`config.mk`:
```
export PLATFORM = sky130hd
export DESIGN_NAME = sharpen_step_ctrl_flat
export DESIGN_NICKNAME = d
export VERILOG_FILES = /design/src/rtl/sharpen_step_ctrl_if.sv /design/src/rtl/sharpen_step_ctrl.sv /design/src/flat_wrapper.sv
export SDC_FILE = /design/constraint.sdc
export NUM_CORES = 1
export LEC_CHECK = 0
export CAP_MARGIN = 10
export CORE_UTILIZATION = 46
export CTS_CLUSTER_SIZE = 30
export DETAILED_ROUTE_END_ITERATION = 12
export PLACE_DENSITY = 0.74
export SKIP_CTS_REPAIR_TIMING = 1
export SLEW_MARGIN = 15
export SYNTH_ARGS = -nofsm -noshare
export SYNTH_HDL_FRONTEND = slang
export SYNTH_SLANG_ARGS = --single-unit
```
`constraint.sdc`:
```
create_clock -name CLK -period 11.9 [get_ports CLK]
set_clock_uncertainty 0.2 [all_clocks]
set_input_delay 3.57 -clock CLK [delete_from_list [all_inputs] [get_ports CLK]]
set_output_delay 3.57 -clock CLK [all_outputs]
set_load 0.01 [all_outputs]
```
`src/rtl/sharpen_step_ctrl_if.sv`:
```
// Handshake and tap-address bundle between the sharpen sequencer and its datapath.
// Latency: none, wiring only.
// Backpressure: MEM_ACK stalls tap reads, WB_ACK stalls write-back.
interface sharpen_step_ctrl_if #(
    parameter int CW = 5
);
    logic          START;
    logic          ABORT;
    logic          MEM_ACK;
    logic          WB_ACK;
    logic          MEM_REQ;
    logic [CW-1:0] ROW;
    logic [CW-1:0] COL;
    logic [3:0]    TAP;
    logic [CW-1:0] RD_ROW;
    logic [CW-1:0] RD_COL;
    logic          ACC_CLR;
    logic          ACC_EN;
    logic          WB_REQ;
    logic          BUSY;
    logic          DONE;

    // sequencer side
    modport master (
        input  START, ABORT, MEM_ACK, WB_ACK,
        output MEM_REQ, ROW, COL, TAP, RD_ROW, RD_COL,
               ACC_CLR, ACC_EN, WB_REQ, BUSY, DONE
    );

    // datapath / environment side
    modport slave (
        output START, ABORT, MEM_ACK, WB_ACK,
        input  MEM_REQ, ROW, COL, TAP, RD_ROW, RD_COL,
               ACC_CLR, ACC_EN, WB_REQ, BUSY, DONE
    );
endinterface

```
`src/rtl/sharpen_step_ctrl.sv`:
```
// Raster-order 3x3 sharpen sequencer: nine clamped tap reads, MAC drain, write-back per pixel.
// Latency: 9 + ACC_LAT + 1 cycles per pixel with zero-wait acks; all outputs registered except ACC_EN.
// Backpressure: MEM_ACK low holds the current tap, WB_ACK low holds the write-back request.
module sharpen_step_ctrl #(
    parameter int IMG_W   = 16,
    parameter int IMG_H   = 16,
    parameter int CW      = 5,
    parameter int ACC_LAT = 2
) (
    input  logic                CLK,
    input  logic                RST,
    sharpen_step_ctrl_if.master bus
);

    typedef enum logic [2:0] {
        S_IDLE  = 3'd0,
        S_FETCH = 3'd1,
        S_DRAIN = 3'd2,
        S_WRITE = 3'd3,
        S_FIN   = 3'd4
    } state_t;

    localparam logic [CW-1:0] ROW_LAST = CW'(IMG_H - 1);
    localparam logic [CW-1:0] COL_LAST = CW'(IMG_W - 1);
    localparam logic [3:0]    TAP_LAST = 4'd8;
    localparam logic [2:0]    LAT      = 3'(ACC_LAT);

    // Two guard bits so base+1 never wraps even when the image fills the whole coordinate range.
    localparam logic signed [CW+1:0] ROW_LIM = (CW+2)'(IMG_H - 1);
    localparam logic signed [CW+1:0] COL_LIM = (CW+2)'(IMG_W - 1);
    localparam logic signed [CW+1:0] P_ONE   = (CW+2)'(1);

    state_t        state_q, state_d;
    logic [CW-1:0] row_q, row_d;
    logic [CW-1:0] col_q, col_d;
    logic [3:0]    tap_q, tap_d;
    logic [2:0]    cnt_q, cnt_d;

    logic          mem_req_q, mem_req_d;
    logic [CW-1:0] rd_row_q, rd_row_d;
    logic [CW-1:0] rd_col_q, rd_col_d;
    logic          acc_clr_q, acc_clr_d;
    logic          wb_req_q, wb_req_d;
    logic          busy_q, busy_d;
    logic          done_q, done_d;

    logic [1:0]    rsel_d, csel_d;

    // Kernel tap index -> {row, col} offset selectors, 0/1/2 meaning -1/0/+1.
    function automatic logic [3:0] tap_sel(input logic [3:0] tap);
        logic [3:0] s;
        case (tap)
            4'd0:    s = {2'd0, 2'd0};
            4'd1:    s = {2'd0, 2'd1};
            4'd2:    s = {2'd0, 2'd2};
            4'd3:    s = {2'd1, 2'd0};
            4'd4:    s = {2'd1, 2'd1};
            4'd5:    s = {2'd1, 2'd2};
            4'd6:    s = {2'd2, 2'd0};
            4'd7:    s = {2'd2, 2'd1};
            4'd8:    s = {2'd2, 2'd2};
            default: s = {2'd1, 2'd1};
        endcase
        return s;
    endfunction

    // Offset a coordinate by -1/0/+1 and clamp it into [0, lim].
    function automatic logic [CW-1:0] clamp_add(input logic [CW-1:0]        base,
                                                input logic [1:0]           sel,
                                                input logic signed [CW+1:0] lim);
        logic signed [CW+1:0] off;
        logic signed [CW+1:0] sum;
        logic [CW-1:0]        res;
        case (sel)
            2'd0:    off = -P_ONE;
            2'd2:    off = P_ONE;
            default: off = '0;
        endcase
        sum = $signed({2'b00, base}) + off;
        if (sum[CW+1]) begin
            res = '0;
        end else if (sum > lim) begin
            res = lim[CW-1:0];
        end else begin
            res = sum[CW-1:0];
        end
        return res;
    endfunction

    // State register together with the pixel, tap and drain counters.
    always_ff @(posedge CLK or negedge RST) begin
        if (!RST) begin
            state_q <= S_IDLE;
            row_q   <= '0;
            col_q   <= '0;
            tap_q   <= '0;
            cnt_q   <= '0;
        end else begin
            state_q <= state_d;
            row_q   <= row_d;
            col_q   <= col_d;
            tap_q   <= tap_d;
            cnt_q   <= cnt_d;
        end
    end

    // Next-state and counter update; ABORT overrides every other input.
    always_comb begin
        state_d = state_q;
        row_d   = row_q;
        col_d   = col_q;
        tap_d   = tap_q;
        cnt_d   = cnt_q;
        if (bus.ABORT) begin
            state_d = S_IDLE;
            row_d   = '0;
            col_d   = '0;
            tap_d   = '0;
            cnt_d   = '0;
        end else begin
            case (state_q)
                S_IDLE: begin
                    if (bus.START) begin
                        state_d = S_FETCH;
                        row_d   = '0;
                        col_d   = '0;
                        tap_d   = '0;
                    end
                end
                S_FETCH: begin
                    if (bus.MEM_ACK) begin
                        if (tap_q == TAP_LAST) begin
                            // TAP stays at 8 until the pixel is written back.
                            if (LAT == 3'd0) begin
                                state_d = S_WRITE;
                            end else begin
                                state_d = S_DRAIN;
                                cnt_d   = LAT;
                            end
                        end else begin
                            tap_d = tap_q + 4'd1;
                        end
                    end
                end
                S_DRAIN: begin
                    if (cnt_q <= 3'd1) begin
                        state_d = S_WRITE;
                        cnt_d   = '0;
                    end else begin
                        cnt_d = cnt_q - 3'd1;
                    end
                end
                S_WRITE: begin
                    if (bus.WB_ACK) begin
                        tap_d = '0;
                        if (row_q == ROW_LAST && col_q == COL_LAST) begin
                            state_d = S_FIN;
                            row_d   = '0;
                            col_d   = '0;
                        end else begin
                            state_d = S_FETCH;
                            if (col_q == COL_LAST) begin
                                col_d = '0;
                                row_d = row_q + CW'(1);
                            end else begin
                                col_d = col_q + CW'(1);
                            end
                        end
                    end
                end
                S_FIN: begin
                    state_d = S_IDLE;
                end
                default: begin
                    state_d = S_IDLE;
                    row_d   = '0;
                    col_d   = '0;
                    tap_d   = '0;
                    cnt_d   = '0;
                end
            endcase
        end
    end

    // Output values for the coming cycle, decoded from the next state so they can be registered.
    always_comb begin
        {rsel_d, csel_d} = tap_sel(tap_d);
        mem_req_d = (state_d == S_FETCH);
        acc_clr_d = (state_d == S_FETCH) && (tap_d == 4'd0);
        wb_req_d  = (state_d == S_WRITE);
        busy_d    = (state_d != S_IDLE);
        done_d    = (state_d == S_FIN);
        rd_row_d  = '0;
        rd_col_d  = '0;
        if (state_d == S_FETCH) begin
            rd_row_d = clamp_add(row_d, rsel_d, ROW_LIM);
            rd_col_d = clamp_add(col_d, csel_d, COL_LIM);
        end
    end

    // Output registers; cleared asynchronously with the rest of the state.
    always_ff @(posedge CLK or negedge RST) begin
        if (!RST) begin
            mem_req_q <= 1'b0;
            rd_row_q  <= '0;
            rd_col_q  <= '0;
            acc_clr_q <= 1'b0;
            wb_req_q  <= 1'b0;
            busy_q    <= 1'b0;
            done_q    <= 1'b0;
        end else begin
            mem_req_q <= mem_req_d;
            rd_row_q  <= rd_row_d;
            rd_col_q  <= rd_col_d;
            acc_clr_q <= acc_clr_d;
            wb_req_q  <= wb_req_d;
            busy_q    <= busy_d;
            done_q    <= done_d;
        end
    end

    assign bus.MEM_REQ = mem_req_q;
    assign bus.ROW     = row_q;
    assign bus.COL     = col_q;
    assign bus.TAP     = tap_q;
    assign bus.RD_ROW  = rd_row_q;
    assign bus.RD_COL  = rd_col_q;
    assign bus.ACC_CLR = acc_clr_q;
    // Accumulate strobe follows the read data valid in the same cycle.
    assign bus.ACC_EN  = (state_q == S_FETCH) && bus.MEM_ACK;
    assign bus.WB_REQ  = wb_req_q;
    assign bus.BUSY    = busy_q;
    assign bus.DONE    = done_q;

endmodule
```
`src/flat_wrapper.sv`:
```
// flat-port wrapper written by rule: the top's interface ports become plain ports
module sharpen_step_ctrl_flat 
#(
    parameter int IMG_W   = 16,
    parameter int IMG_H   = 16,
    parameter int CW      = 5,
    parameter int ACC_LAT = 2
)
  (CLK, RST, bus_START, bus_ABORT, bus_MEM_ACK, bus_WB_ACK, bus_MEM_REQ, bus_ROW, bus_COL, bus_TAP, bus_RD_ROW, bus_RD_COL, bus_ACC_CLR, bus_ACC_EN, bus_WB_REQ, bus_BUSY, bus_DONE);
  sharpen_step_ctrl_if #(.CW(CW)) bus_i ();
  input  logic CLK;
  input  logic RST;
  input wire logic [$bits(bus_i.START)-1:0] bus_START;
  input wire logic [$bits(bus_i.ABORT)-1:0] bus_ABORT;
  input wire logic [$bits(bus_i.MEM_ACK)-1:0] bus_MEM_ACK;
  input wire logic [$bits(bus_i.WB_ACK)-1:0] bus_WB_ACK;
  output wire logic [$bits(bus_i.MEM_REQ)-1:0] bus_MEM_REQ;
  output wire logic [$bits(bus_i.ROW)-1:0] bus_ROW;
  output wire logic [$bits(bus_i.COL)-1:0] bus_COL;
  output wire logic [$bits(bus_i.TAP)-1:0] bus_TAP;
  output wire logic [$bits(bus_i.RD_ROW)-1:0] bus_RD_ROW;
  output wire logic [$bits(bus_i.RD_COL)-1:0] bus_RD_COL;
  output wire logic [$bits(bus_i.ACC_CLR)-1:0] bus_ACC_CLR;
  output wire logic [$bits(bus_i.ACC_EN)-1:0] bus_ACC_EN;
  output wire logic [$bits(bus_i.WB_REQ)-1:0] bus_WB_REQ;
  output wire logic [$bits(bus_i.BUSY)-1:0] bus_BUSY;
  output wire logic [$bits(bus_i.DONE)-1:0] bus_DONE;
  assign bus_i.START = bus_START;
  assign bus_i.ABORT = bus_ABORT;
  assign bus_i.MEM_ACK = bus_MEM_ACK;
  assign bus_i.WB_ACK = bus_WB_ACK;
  assign bus_MEM_REQ = bus_i.MEM_REQ;
  assign bus_ROW = bus_i.ROW;
  assign bus_COL = bus_i.COL;
  assign bus_TAP = bus_i.TAP;
  assign bus_RD_ROW = bus_i.RD_ROW;
  assign bus_RD_COL = bus_i.RD_COL;
  assign bus_ACC_CLR = bus_i.ACC_CLR;
  assign bus_ACC_EN = bus_i.ACC_EN;
  assign bus_WB_REQ = bus_i.WB_REQ;
  assign bus_BUSY = bus_i.BUSY;
  assign bus_DONE = bus_i.DONE;
  sharpen_step_ctrl #(.IMG_W(IMG_W), .IMG_H(IMG_H), .CW(CW), .ACC_LAT(ACC_LAT)) u_core (.CLK(CLK), .RST(RST), .bus(bus_i));
endmodule
```
==> qor.txt <==
Clock root cell: clkbuf_8
Power Dens Cells: 77.4 nW/um2
Worst slew pin tran: 0.834 ns
Worst R2R Start: u_core.state_q[1]$_DFF_PN0_
EDFF count, synth: 0
WHS Path Cells: 2
Cell variety after synth: 60
ANT nets after route: 0
Final min period: 8.56 ns
Cell Rows: 26
Gpl congestion: 0.823
Critical path class: in2out
Slowest CP cell: clkdlybuf4s50_1
Rel. slew slack: 44.4%
DRC violations left: 0
I/O pin count: 36
Number of synthesized register bits: 35
R2R setup slack: 6.99 ns
WHS Endpoint: u_core.cnt_q[0]$_DFFE_PN0P_
Worst hold start: u_core.cnt_q[0]$_DFFE_PN0P_
Setup TNS: 0 ns
Initial Utilization: 48.3%
GRT overflow: 0
Layout Nets: 345
# port buffers: 35
Startpoint Class: input pin
Cts bufs inserted: 5
Main synth FF type: dfrtp_1
Die ar.: 5690 um2
Maximum capacitance violations: 0
Synthesis Warnings: 0
Final-report hold violation count: 0
Worst vdd rail ir drop: 0.0000460 V
Vias in the first global route: 1993
R2R depth: 12
H-Tree Depth: 2
Ant diodes: 0
Share of cells above drive strength 1: 6.33%
First-pass GRT wire length: 9120 um
CTS tree: done
Die Width: 75.5 um
Vias post-DR: 2155
Crit-path max cell delay: 0.55 ns
CTS clk-pin slew, worst paths: 0.07 ns
RSZ-0062 raised after global routing: no
Gr usage total: 21.6%
Skew-Pair Late Insertion Delay: 0.29 ns
Area contributors post-synth: dfrtp_1 (35%), ha_1 (11%), a21oi_1 (5.6%), nor2_1 (4.5%), o21ai_0 (2.8%)
Sequential cell area fraction in the yosys report: 35.3%
Post-synth top area share: 35.3%
Slew Limit Fails: 0
Initial DRT Pass Iterations: 4
CTS max path bufs: 2
DP Wirelength: 4150 um
CP arrival: 4.79 ns
Synth Instances: 277
Syn-to-layout area delta: 20.1%
Fin crit share: 71.9%
Hold WS: 0.388 ns
Status: completed
Cell mode on critical path: clkdlybuf4s50_1
Area leader, netlist: dfrtp_1
Count of final setup violators: 0
Largest net degree at the start of global routing: 36
Crit path cell chain: clkdlybuf4s50_1 -> and2_1 -> clkdlybuf4s50_1
Crit. End Element: output pin
Top post-synthesis cells by count: dfrtp_1 (35), nor2_1 (30), a21oi_1 (28)
Routed WL per cell: 14.4 um
Crit-path max FO: 6
Clock Sink Count: 35
Leakage: 1.31 nW
Achievable Freq: 117 MHz
Avg Cell Area, Syn: 8.96 um2
Post-synth ARST share: 100%
Via/cell ratio: 5.58
Top-count cell post-synth: dfrtp_1
Iter 0 DRT Violations: 151
Fill cells: 501
Die extent in y: 75.5 um
RR Endpoint: u_core.bus.RD_COL[3]$_DFF_PN0_
Core ar.: 5140 um2
Antenna violations before repair: 0
Post-Route WL: 5560 um
Synth Cell Area: 2480 um2
CP Data Required Time: 8.13 ns
Worst hold-check path type: reg2reg
-- layout by cell type, fill, tap and decap left out, types with 5 or more instances in the layout --
cell             count
nor3_1               8
ha_1                22
a31oi_1              5
inv_1               18
clkdlybuf4s50_1     35
nor2_1              30
nand2b_1             7
nand3_1             10
o21ai_0             14
clkbuf_8             5
a21oi_1             28
nand2_1             17
dfrtp_1             35
-- power breakdown --
part,internal [mW],switching [mW],leakage [nW],total (mW)
sequential,0.121,0.00158,0.480,0.122
clock,0.0400,0.0441,0.0477,0.0841
combinational,0.0102,0.0143,0.784,0.0244
-- metrics by stage --
step	utilization [%]	setup WS (ns)	cell area [um2]	std cells	power, mW
2_1_floorplan	-	4.41	2490	278	0.138
3_3_place_gp	56.4	3.36	2900	378	0.149
3_5_place_dp	56.4	3.35	2900	378	0.149
4_1_cts	58.0	3.34	2980	386	0.234
5_1_grt	58.0	3.29	2980	386	0.242
6_report	58.0	3.34	2980	386	0.231
-- state kept, by name, summed over array words and instances, names as in the netlist, 3 cells and up --
signal / cells
u_core.bus.TAP: 4
u_core.state_q: 3
u_core.bus.COL: 5
u_core.bus.ROW: 5
u_core.bus.RD_ROW: 5
u_core.bus.RD_COL: 5
u_core.cnt_q: 3
-- cell type report --
cell class | count | area [um2] | area share, %
multi-input combinational | 218 | 1510 | 50.5
inverter | 19 | 71.3 | 2.39
clock buffer | 5 | 68.8 | 2.31
clock inverter | 3 | 15.0 | 0.504
sequential | 35 | 876 | 29.4
tap | 70 | 87.6 | 2.94
timing repair buffer | 36 | 358 | 12.0
-- cells by family (layout without fill, tap and decap cells) --
logic type	Yosys count	in the layout	synth area share, %
xor+xnor	7	7	2.47
compound gates	81	81	22.4
fa+ha+maj	24	24	12.7
mux	2	2	0.806
buf+inv	25	63	4.23
other cells	1	2	0.151
simple gates	102	102	21.9
flops	35	35	35.3
-- worst max path at each step --
stage / start / end / slack [ns] / depth (start not counted)
after detailed placement: bus_MEM_ACK / bus_ACC_EN / 3.35 / 3
after global placement: bus_MEM_ACK / bus_ACC_EN / 3.36 / 3
after floorplan: bus_MEM_ACK / bus_ACC_EN / 4.41 / 1
after CTS: bus_MEM_ACK / bus_ACC_EN / 3.34 / 3
after global routing: bus_MEM_ACK / bus_ACC_EN / 3.29 / 3
final: bus_MEM_ACK / bus_ACC_EN / 3.34 / 3
-- per-layer routing --
metal | vias up | GRT usage (%) | share of wire [%]
met4 | 0 | 9.67 | 3.0
met2 | 67 | 33.8 | 44
met1 | 995 | 29.3 | 48
met3 | 15 | 4.10 | 5.5
li1 | 1078 | - | -
met5 | - | 0 | 0
-- critical path: cells and delay by family --
family,cells,cell delay (ns)
and+or+nand+nor,1,0.14
buffers and inverters,2,1.07
Note: power is estimated with default switching activity, not from simulation.
